===== src/rtl/sram_ahb_arb_if.sv =====
// AHB-Lite master bus between sram_ahb_arb and the SRAM controller slave port.
//   master modport : arbiter side (drives address/control/write data and hready,
//                    receives hready_resp/hresp/hrdata from the slave)
//   slave  modport : SRAM controller side
interface sram_ahb_arb_if;
    logic        hsel;
    logic        hwrite;
    logic [1:0]  htrans;
    logic [2:0]  hsize;
    logic [2:0]  hburst;
    logic [31:0] haddr;
    logic [31:0] hwdata;
    logic        hready;
    logic        hready_resp;
    logic [1:0]  hresp;
    logic [31:0] hrdata;

    modport master (
        output hsel, hwrite, htrans, hsize, hburst, haddr, hwdata, hready,
        input  hready_resp, hresp, hrdata
    );

    modport slave (
        input  hsel, hwrite, htrans, hsize, hburst, haddr, hwdata, hready,
        output hready_resp, hresp, hrdata
    );
endinterface


===== src/rtl/sram_ahb_arb.sv =====
// Two-port round-robin arbiter and AHB-Lite SINGLE-transfer sequencer in front
// of the SRAM controller slave port. One transfer outstanding at a time.
//
// Ports:
//   hclk, hresetn            clock, async active-low reset
//   req/we/size/addr/wdata   per-requester request (0 and 1), held until ack
//   ack/err/rdata            per-requester completion pulse, status, read data
//   test_mode                BIST/DFT ownership of the SRAM
//   ahb                      AHB master bus (sram_ahb_arb_if.master)
//
// Optional feature macro: SRAM_ARB_TEST_LOCK_EN
//   defined   : requests arriving in IDLE while test_mode=1 are rejected with err
//   undefined : test_mode is ignored
//
// state | meaning
// IDLE  | arbitrate, latch winner, check legality
// ADDR  | AHB address phase (NONSEQ SINGLE)
// DATA  | AHB data phase, wait for hready_resp
// RESP  | one-cycle ack pulse to the granted port
module sram_ahb_arb #(
    parameter int unsigned TO_CYCLES = 15
) (
    input  logic        hclk,
    input  logic        hresetn,
    input  logic        req0,
    input  logic        req1,
    input  logic        we0,
    input  logic        we1,
    input  logic [1:0]  size0,
    input  logic [1:0]  size1,
    input  logic [14:0] addr0,
    input  logic [14:0] addr1,
    input  logic [31:0] wdata0,
    input  logic [31:0] wdata1,
    output logic        ack0,
    output logic        ack1,
    output logic        err0,
    output logic        err1,
    output logic [31:0] rdata0,
    output logic [31:0] rdata1,
    input  logic        test_mode,
    sram_ahb_arb_if.master ahb
);

    typedef enum logic [1:0] {IDLE, ADDR, DATA, RESP} state_t;

    state_t      state;
    logic        last_gnt;
    logic        gnt;
    logic        lat_we;
    logic [31:0] lat_wdata;

    logic        win;
    logic        win_we;
    logic [1:0]  win_size;
    logic [14:0] win_addr;
    logic [31:0] win_wdata;
    logic        win_bad;
    logic        lock;
    logic        unused_cfg;

    // The timeout limit has no user in this build; fold it away with test_mode.
    assign unused_cfg = test_mode ^ (TO_CYCLES == 0);

    assign ahb.hready = ahb.hready_resp;

    always_comb begin
        // On a tie, the port that did not win last time takes the grant.
        win       = req1 & (~req0 | ~last_gnt);
        win_we    = win ? we1    : we0;
        win_size  = win ? size1  : size0;
        win_addr  = win ? addr1  : addr0;
        win_wdata = win ? wdata1 : wdata0;
        win_bad   = (win_size == 2'd3)
                  | ((win_size == 2'd1) & win_addr[0])
                  | ((win_size == 2'd2) & (win_addr[1:0] != 2'b00));
`ifdef SRAM_ARB_TEST_LOCK_EN
        lock      = test_mode;
`else
        lock      = 1'b0;
`endif
    end

    always_ff @(posedge hclk or negedge hresetn) begin
        if (!hresetn) begin
            state      <= IDLE;
            last_gnt   <= 1'b1;
            gnt        <= 1'b0;
            lat_we     <= 1'b0;
            lat_wdata  <= 32'h0;
            ahb.hsel   <= 1'b0;
            ahb.htrans <= 2'b00;
            ahb.hwrite <= 1'b0;
            ahb.hsize  <= 3'b000;
            ahb.hburst <= 3'b000;
            ahb.haddr  <= 32'h0;
            ahb.hwdata <= 32'h0;
            ack0       <= 1'b0;
            ack1       <= 1'b0;
            err0       <= 1'b0;
            err1       <= 1'b0;
            rdata0     <= 32'h0;
            rdata1     <= 32'h0;
        end else begin
            case (state)
                IDLE: begin
                    if (req0 | req1) begin
                        gnt       <= win;
                        last_gnt  <= win;
                        lat_we    <= win_we;
                        lat_wdata <= win_wdata;
                        if (win_bad | lock) begin
                            // Rejected without touching the bus.
                            state <= RESP;
                            if (win) begin
                                ack1 <= 1'b1;
                                err1 <= 1'b1;
                            end else begin
                                ack0 <= 1'b1;
                                err0 <= 1'b1;
                            end
                        end else begin
                            state      <= ADDR;
                            ahb.hsel   <= 1'b1;
                            ahb.htrans <= 2'b10;
                            ahb.hburst <= 3'b000;
                            ahb.hsize  <= {1'b0, win_size};
                            ahb.haddr  <= {17'b0, win_addr};
                            ahb.hwrite <= win_we;
                        end
                    end
                end
                ADDR: begin
                    ahb.hsel   <= 1'b0;
                    ahb.htrans <= 2'b00;
                    ahb.hwdata <= lat_wdata;
                    state      <= DATA;
                end
                DATA: begin
                    if (ahb.hready_resp) begin
                        state <= RESP;
                        if (gnt) begin
                            ack1 <= 1'b1;
                            err1 <= (ahb.hresp != 2'b00);
                            if (!lat_we) rdata1 <= ahb.hrdata;
                        end else begin
                            ack0 <= 1'b1;
                            err0 <= (ahb.hresp != 2'b00);
                            if (!lat_we) rdata0 <= ahb.hrdata;
                        end
                    end
                end
                RESP: begin
                    ack0  <= 1'b0;
                    ack1  <= 1'b0;
                    err0  <= 1'b0;
                    err1  <= 1'b0;
                    state <= IDLE;
                end
                default: state <= IDLE;
            endcase
        end
    end

endmodule

===== src/flat_wrapper.sv =====
// flat-port wrapper written by rule: the top's interface ports become plain ports
module sram_ahb_arb_flat 
#(
    parameter int unsigned TO_CYCLES = 15
)
  (hclk, hresetn, req0, req1, we0, we1, size0, size1, addr0, addr1, wdata0, wdata1, ack0, ack1, err0, err1, rdata0, rdata1, test_mode, ahb_hsel, ahb_hwrite, ahb_htrans, ahb_hsize, ahb_hburst, ahb_haddr, ahb_hwdata, ahb_hready, ahb_hready_resp, ahb_hresp, ahb_hrdata);
  sram_ahb_arb_if ahb_i ();
  input  logic hclk;
  input  logic hresetn;
  input  logic req0;
  input  logic req1;
  input  logic we0;
  input  logic we1;
  input  logic [1:0] size0;
  input  logic [1:0] size1;
  input  logic [14:0] addr0;
  input  logic [14:0] addr1;
  input  logic [31:0] wdata0;
  input  logic [31:0] wdata1;
  output logic ack0;
  output logic ack1;
  output logic err0;
  output logic err1;
  output logic [31:0] rdata0;
  output logic [31:0] rdata1;
  input  logic test_mode;
  output wire logic [$bits(ahb_i.hsel)-1:0] ahb_hsel;
  output wire logic [$bits(ahb_i.hwrite)-1:0] ahb_hwrite;
  output wire logic [$bits(ahb_i.htrans)-1:0] ahb_htrans;
  output wire logic [$bits(ahb_i.hsize)-1:0] ahb_hsize;
  output wire logic [$bits(ahb_i.hburst)-1:0] ahb_hburst;
  output wire logic [$bits(ahb_i.haddr)-1:0] ahb_haddr;
  output wire logic [$bits(ahb_i.hwdata)-1:0] ahb_hwdata;
  output wire logic [$bits(ahb_i.hready)-1:0] ahb_hready;
  input wire logic [$bits(ahb_i.hready_resp)-1:0] ahb_hready_resp;
  input wire logic [$bits(ahb_i.hresp)-1:0] ahb_hresp;
  input wire logic [$bits(ahb_i.hrdata)-1:0] ahb_hrdata;
  assign ahb_hsel = ahb_i.hsel;
  assign ahb_hwrite = ahb_i.hwrite;
  assign ahb_htrans = ahb_i.htrans;
  assign ahb_hsize = ahb_i.hsize;
  assign ahb_hburst = ahb_i.hburst;
  assign ahb_haddr = ahb_i.haddr;
  assign ahb_hwdata = ahb_i.hwdata;
  assign ahb_hready = ahb_i.hready;
  assign ahb_i.hready_resp = ahb_hready_resp;
  assign ahb_i.hresp = ahb_hresp;
  assign ahb_i.hrdata = ahb_hrdata;
  sram_ahb_arb #(.TO_CYCLES(TO_CYCLES)) u_core (.hclk(hclk), .hresetn(hresetn), .req0(req0), .req1(req1), .we0(we0), .we1(we1), .size0(size0), .size1(size1), .addr0(addr0), .addr1(addr1), .wdata0(wdata0), .wdata1(wdata1), .ack0(ack0), .ack1(ack1), .err0(err0), .err1(err1), .rdata0(rdata0), .rdata1(rdata1), .test_mode(test_mode), .ahb(ahb_i));
endmodule

===== config.mk =====
export PLATFORM = sky130hd
export DESIGN_NAME = sram_ahb_arb_flat
export DESIGN_NICKNAME = d
export VERILOG_FILES = /design/src/rtl/sram_ahb_arb_if.sv /design/src/rtl/sram_ahb_arb.sv /design/src/flat_wrapper.sv
export SDC_FILE = /design/constraint.sdc
export NUM_CORES = 1
export LEC_CHECK = 0
export CAP_MARGIN = 20
export CORE_MARGIN = 10
export CORE_UTILIZATION = 35
export DETAILED_ROUTE_END_ITERATION = 12
export GPL_ROUTABILITY_DRIVEN = 0
export GPL_TIMING_DRIVEN = 0
export PLACE_DENSITY = 0.75
export SLEW_MARGIN = 30
export SYNTH_ARGS = -nofsm -noshare
export SYNTH_HDL_FRONTEND = slang
export SYNTH_SLANG_ARGS = --single-unit

===== constraint.sdc =====
create_clock -name hclk -period 1.8 [get_ports hclk]
set_input_delay 0.36 -clock hclk [delete_from_list [all_inputs] [get_ports hclk]]
set_output_delay 0.36 -clock hclk [all_outputs]
set_load 0.02 [all_outputs]

==> out/results.ini <==
[drt]
detail_route.first_pass.iterations = 4
wl_mm = 19.8
routed_wire_length_per_instance_um = 18.8
vias = 4926
post-route-drc-count = 0
dr.first_iter.drc_count = 132
detail_route.vias_per_cell = 4.66
drt.antenna.violating_nets = 0

[place]
count_of_port_buffers_added_during_placement = 259
post-dp-hpwl_mm = 14.6
numPlacedInstances = 1006

[sta]
timing.final.setup_violations = 17
transition_at_the_pin_with_the_smallest_max_transition_slack_ns = 0.580
final.setup.worst_slack_ns = -0.0593
final_max_slew_viol_count = 0
holdWs_ns = 0.439
finalCriticalPeriod_ns = 1.86
final_worst_path_cycle_share_pct = 103
maxSlewHeadroom_pct = 61.4
clock_skew_ns = 0.0143
final_hold_viol_count = 0
rsz0062_at_grt = yes
timing.fmax_mhz = 538

[worst_setup_path]
timing.critical_path.arrival_ns = 2.17
type_of_the_worst_setup_path = in -> reg
setup.worst_path.start_class = primary input
r2r_start = u_core.last_gnt$_DFFE_PN1P_
worstPathMaxFanout = 5
reg2regPathDepth = 7
crit-reg2reg-capture = u_core.ahb.haddr[1]$_DFFE_PN0P_
timing.critical_path.to_type = flip-flop
crit_required_ns = 2.11
setup.reg_to_reg.worst_slack_ns = -0.04

[die]
core_area_mm2 = 0.0188
die-height_um = 159
chipWidth_um = 159
floorplan.die_area_mm2 = 0.0251
rows = 50
io_pins = 283
initial_cell_density_of_the_core_pct = 35.8

[grt]
grt_start_max_net_pins = 82
grt.met3_usage_pct = 6.77
globalRouteTotalUtil_pct = 15.2
antenna_violations_before_repair = 0
grt-ovfl-total = 0
met2_usage_pct = 25.1
grt_most_used_layer = met2
grt_util_met1_pct = 17.6
via_count_of_the_first_global_routing_pass = 5291
grt_pass1_wl_mm = 29.5

[min_path]
hold_path_end = u_core.last_gnt$_DFFE_PN1P_
hold_path_class = in -> reg
min_from = req1
hold-path-cell-count = 3

[synthesis]
netlist_instances = 491
synth.top_cells.by_area = dfrtp_1 58%, mux2_2 21%, mux2i_1 5.5%, buf_4 2.7%, o21ai_0 2.5%
synth.distinct_cells = 33
synth-warning-count = 0
post-synth-top-count-cell = dfrtp_1
largest_area_contributor_in_the_netlist = dfrtp_1
post_synth_instance_area_mm2 = 0.00672
synthesis.area_per_instance_um2 = 13.7
synth_top_area_share_pct = 57.7
ys.flop_type = dfrtp_1
async_reset_ff_share_pct = 100
synthTopCellsByCount = 155 x dfrtp_1, 125 x mux2_2, 37 x mux2i_1
synth_enable_flop_cells = 0
synth-seq-cells = 156
synth_sequential_area_ratio_pct = 58.1

[final_layout]
multiInputGateArea_mm2 = 0.00273
fin_cells = 1058
synthToLayoutAreaGrowth_pct = 62.1
num-fill-cells = 1569
area.sequential_mm2 = 0.00391
fraction_of_layout_instances_using_a_drive_strength_above_1_pct = 30.9
design.final.nets = 956
diodes = 0

[power]
vdd.ir_drop.worst_uv = 673
static_leak_uw = 0.00538
post-layout-total-power_uw = 18600
power_density_mw_per_mm2 = 1710

[cts]
clock_insertion_delay_worst_skew_ns = 0.42
cts_root_buf = clkbuf_16
tritoncts = yes
number_of_buffers_inserted_during_clock_tree_synthesis = 17
cts_buffer_depth = 2
h-tree-depth = 4
clock_sinks = 156
worst_setup_hold_path_clk_slew_ns = 0.07

[job]
cap_violations = 0

[run_status]
outcome = finished with violations
failed_checks = negative setup slack

-- cells by family (layout without fill, tap and decap cells) --
kind of cell | count (synthesis) | in the layout | synth area share (%)
muxes | 170 | 170 | 28.3
DFF | 156 | 156 | 58.1
buffers and inverters | 57 | 369 | 5.05
AOI/OAI and AO/OA | 51 | 51 | 4.30
and+or+nand+nor | 51 | 51 | 3.26
adders and majority gates | 5 | 5 | 0.931
other | 1 | 22 | 0.0558
-- report_power, final --
group	internal (uW)	leakage [uW]	total, uW	switching (uW)
clock	1900	0.000291	3540	1650
combinational	4680	0.00319	9000	4320
sequential	5240	0.00190	6090	851
total	11800	0.00538	18600	6820
-- routing by layer --
metal / vias up / part of all wire [%]
li1: 2314 / -
met4: 0 / 1.3
met1: 2398 / 41
met5: - / 0
met2: 196 / 48
met3: 18 / 9.1
-- final cells by class --
cell class | count | share of cell area (%)
plain buffers | 48 | 3.49
multi-input cells | 299 | 25.1
flip-flops and latches | 156 | 35.9
well taps | 234 | 2.69
clock inverters | 14 | 1.33
inverters | 6 | 0.207
repair buffers | 283 | 27.3
clock buffers | 18 | 4.03
-- placed cells by master (no fill, tap or decap), types with 5 or more instances in the layout --
| master | instances |
|---|---|
| inv_8 | 6 |
| mux2_4 | 16 |
| nor2_1 | 5 |
| clkbuf_16 | 17 |
| dlymetal6s2s_1 | 54 |
| mux2i_1 | 37 |
| buf_6 | 9 |
| conb_1 | 22 |
| inv_6 | 5 |
| clkbuf_2 | 6 |
| clkdlybuf4s50_1 | 187 |
| dfrtp_1 | 155 |
| buf_4 | 43 |
| dlygate4sd2_1 | 17 |
| nand2_1 | 34 |
| o21ai_0 | 33 |
| mux2_2 | 117 |
-- worst max-delay path, stage by stage --
cell and delay [ns]:
clkdlybuf4s50_1 0.51, a21oi_2 0.28, nor3_4 0.07, or3_1 0.37
buf_6 0.16, buf_8 0.14, mux2_4 0.29
-- worst max path at each step --
stage	start	endpoint	slack, ns	depth (start not counted)
2_1_floorplan	u_core.last_gnt$_DFFE_PN1P_	u_core.ahb.haddr[10]$_DFFE_PN0P_	-0.07	7
3_3_place_gp	hresetn	u_core.ahb.haddr[12]$_DFFE_PN0P_	-6.07	1
3_5_place_dp	req0	u_core.lat_wdata[17]$_DFFE_PN0P_	-0.83	6
4_1_cts	u_core.last_gnt$_DFFE_PN1P_	u_core.ahb.haddr[7]$_DFFE_PN0P_	-0.04	6
5_1_grt	u_core.last_gnt$_DFFE_PN1P_	u_core.ahb.haddr[1]$_DFFE_PN0P_	-0.11	7
6_report	addr0[0]	u_core.ahb.hsize[0]$_DFFE_PN0P_	-0.06	7
-- repair_timing --
item                       4_1_cts  5_1_grt
pin swaps                        6        9
setup buffers                   14        6
gates resized for setup         70       77
hold buffers                     1        0
hold endpoints to repair        75        0
cloned                           2        0
setup endpoints to repair      161      126
-- through the flow --
step           instance area, um^2  TNS [ns]  setup WS, ns  utilization (%)
3_5_place_dp                  9730    -65.81        -0.825             51.8
5_1_grt                      10900     -1.58        -0.107             58.0
4_1_cts                      10600    -0.296       -0.0358             56.6
3_3_place_gp                  9700  -1008.32         -6.07             51.7
6_report                     10900    -0.866       -0.0593             58.0
2_1_floorplan                 6810    -0.538       -0.0673                -
-- registers in the layout, indices dropped and copies added (netlist names) --
name,flops
u_core.ahb.hwdata,32
u_core.lat_wdata,32
u_core.rdata0,32
u_core.rdata1,32
u_core.ahb.haddr,15
u_core.ahb.hsize,2
u_core.state,2
u_core.ack0,1
u_core.ack1,1
u_core.ahb.htrans,1
u_core.ahb.hwrite,1
u_core.err0,1
u_core.err1,1
u_core.gnt,1
u_core.last_gnt,1
u_core.lat_we,1
Note: power is estimated with default switching activity, not from simulation.
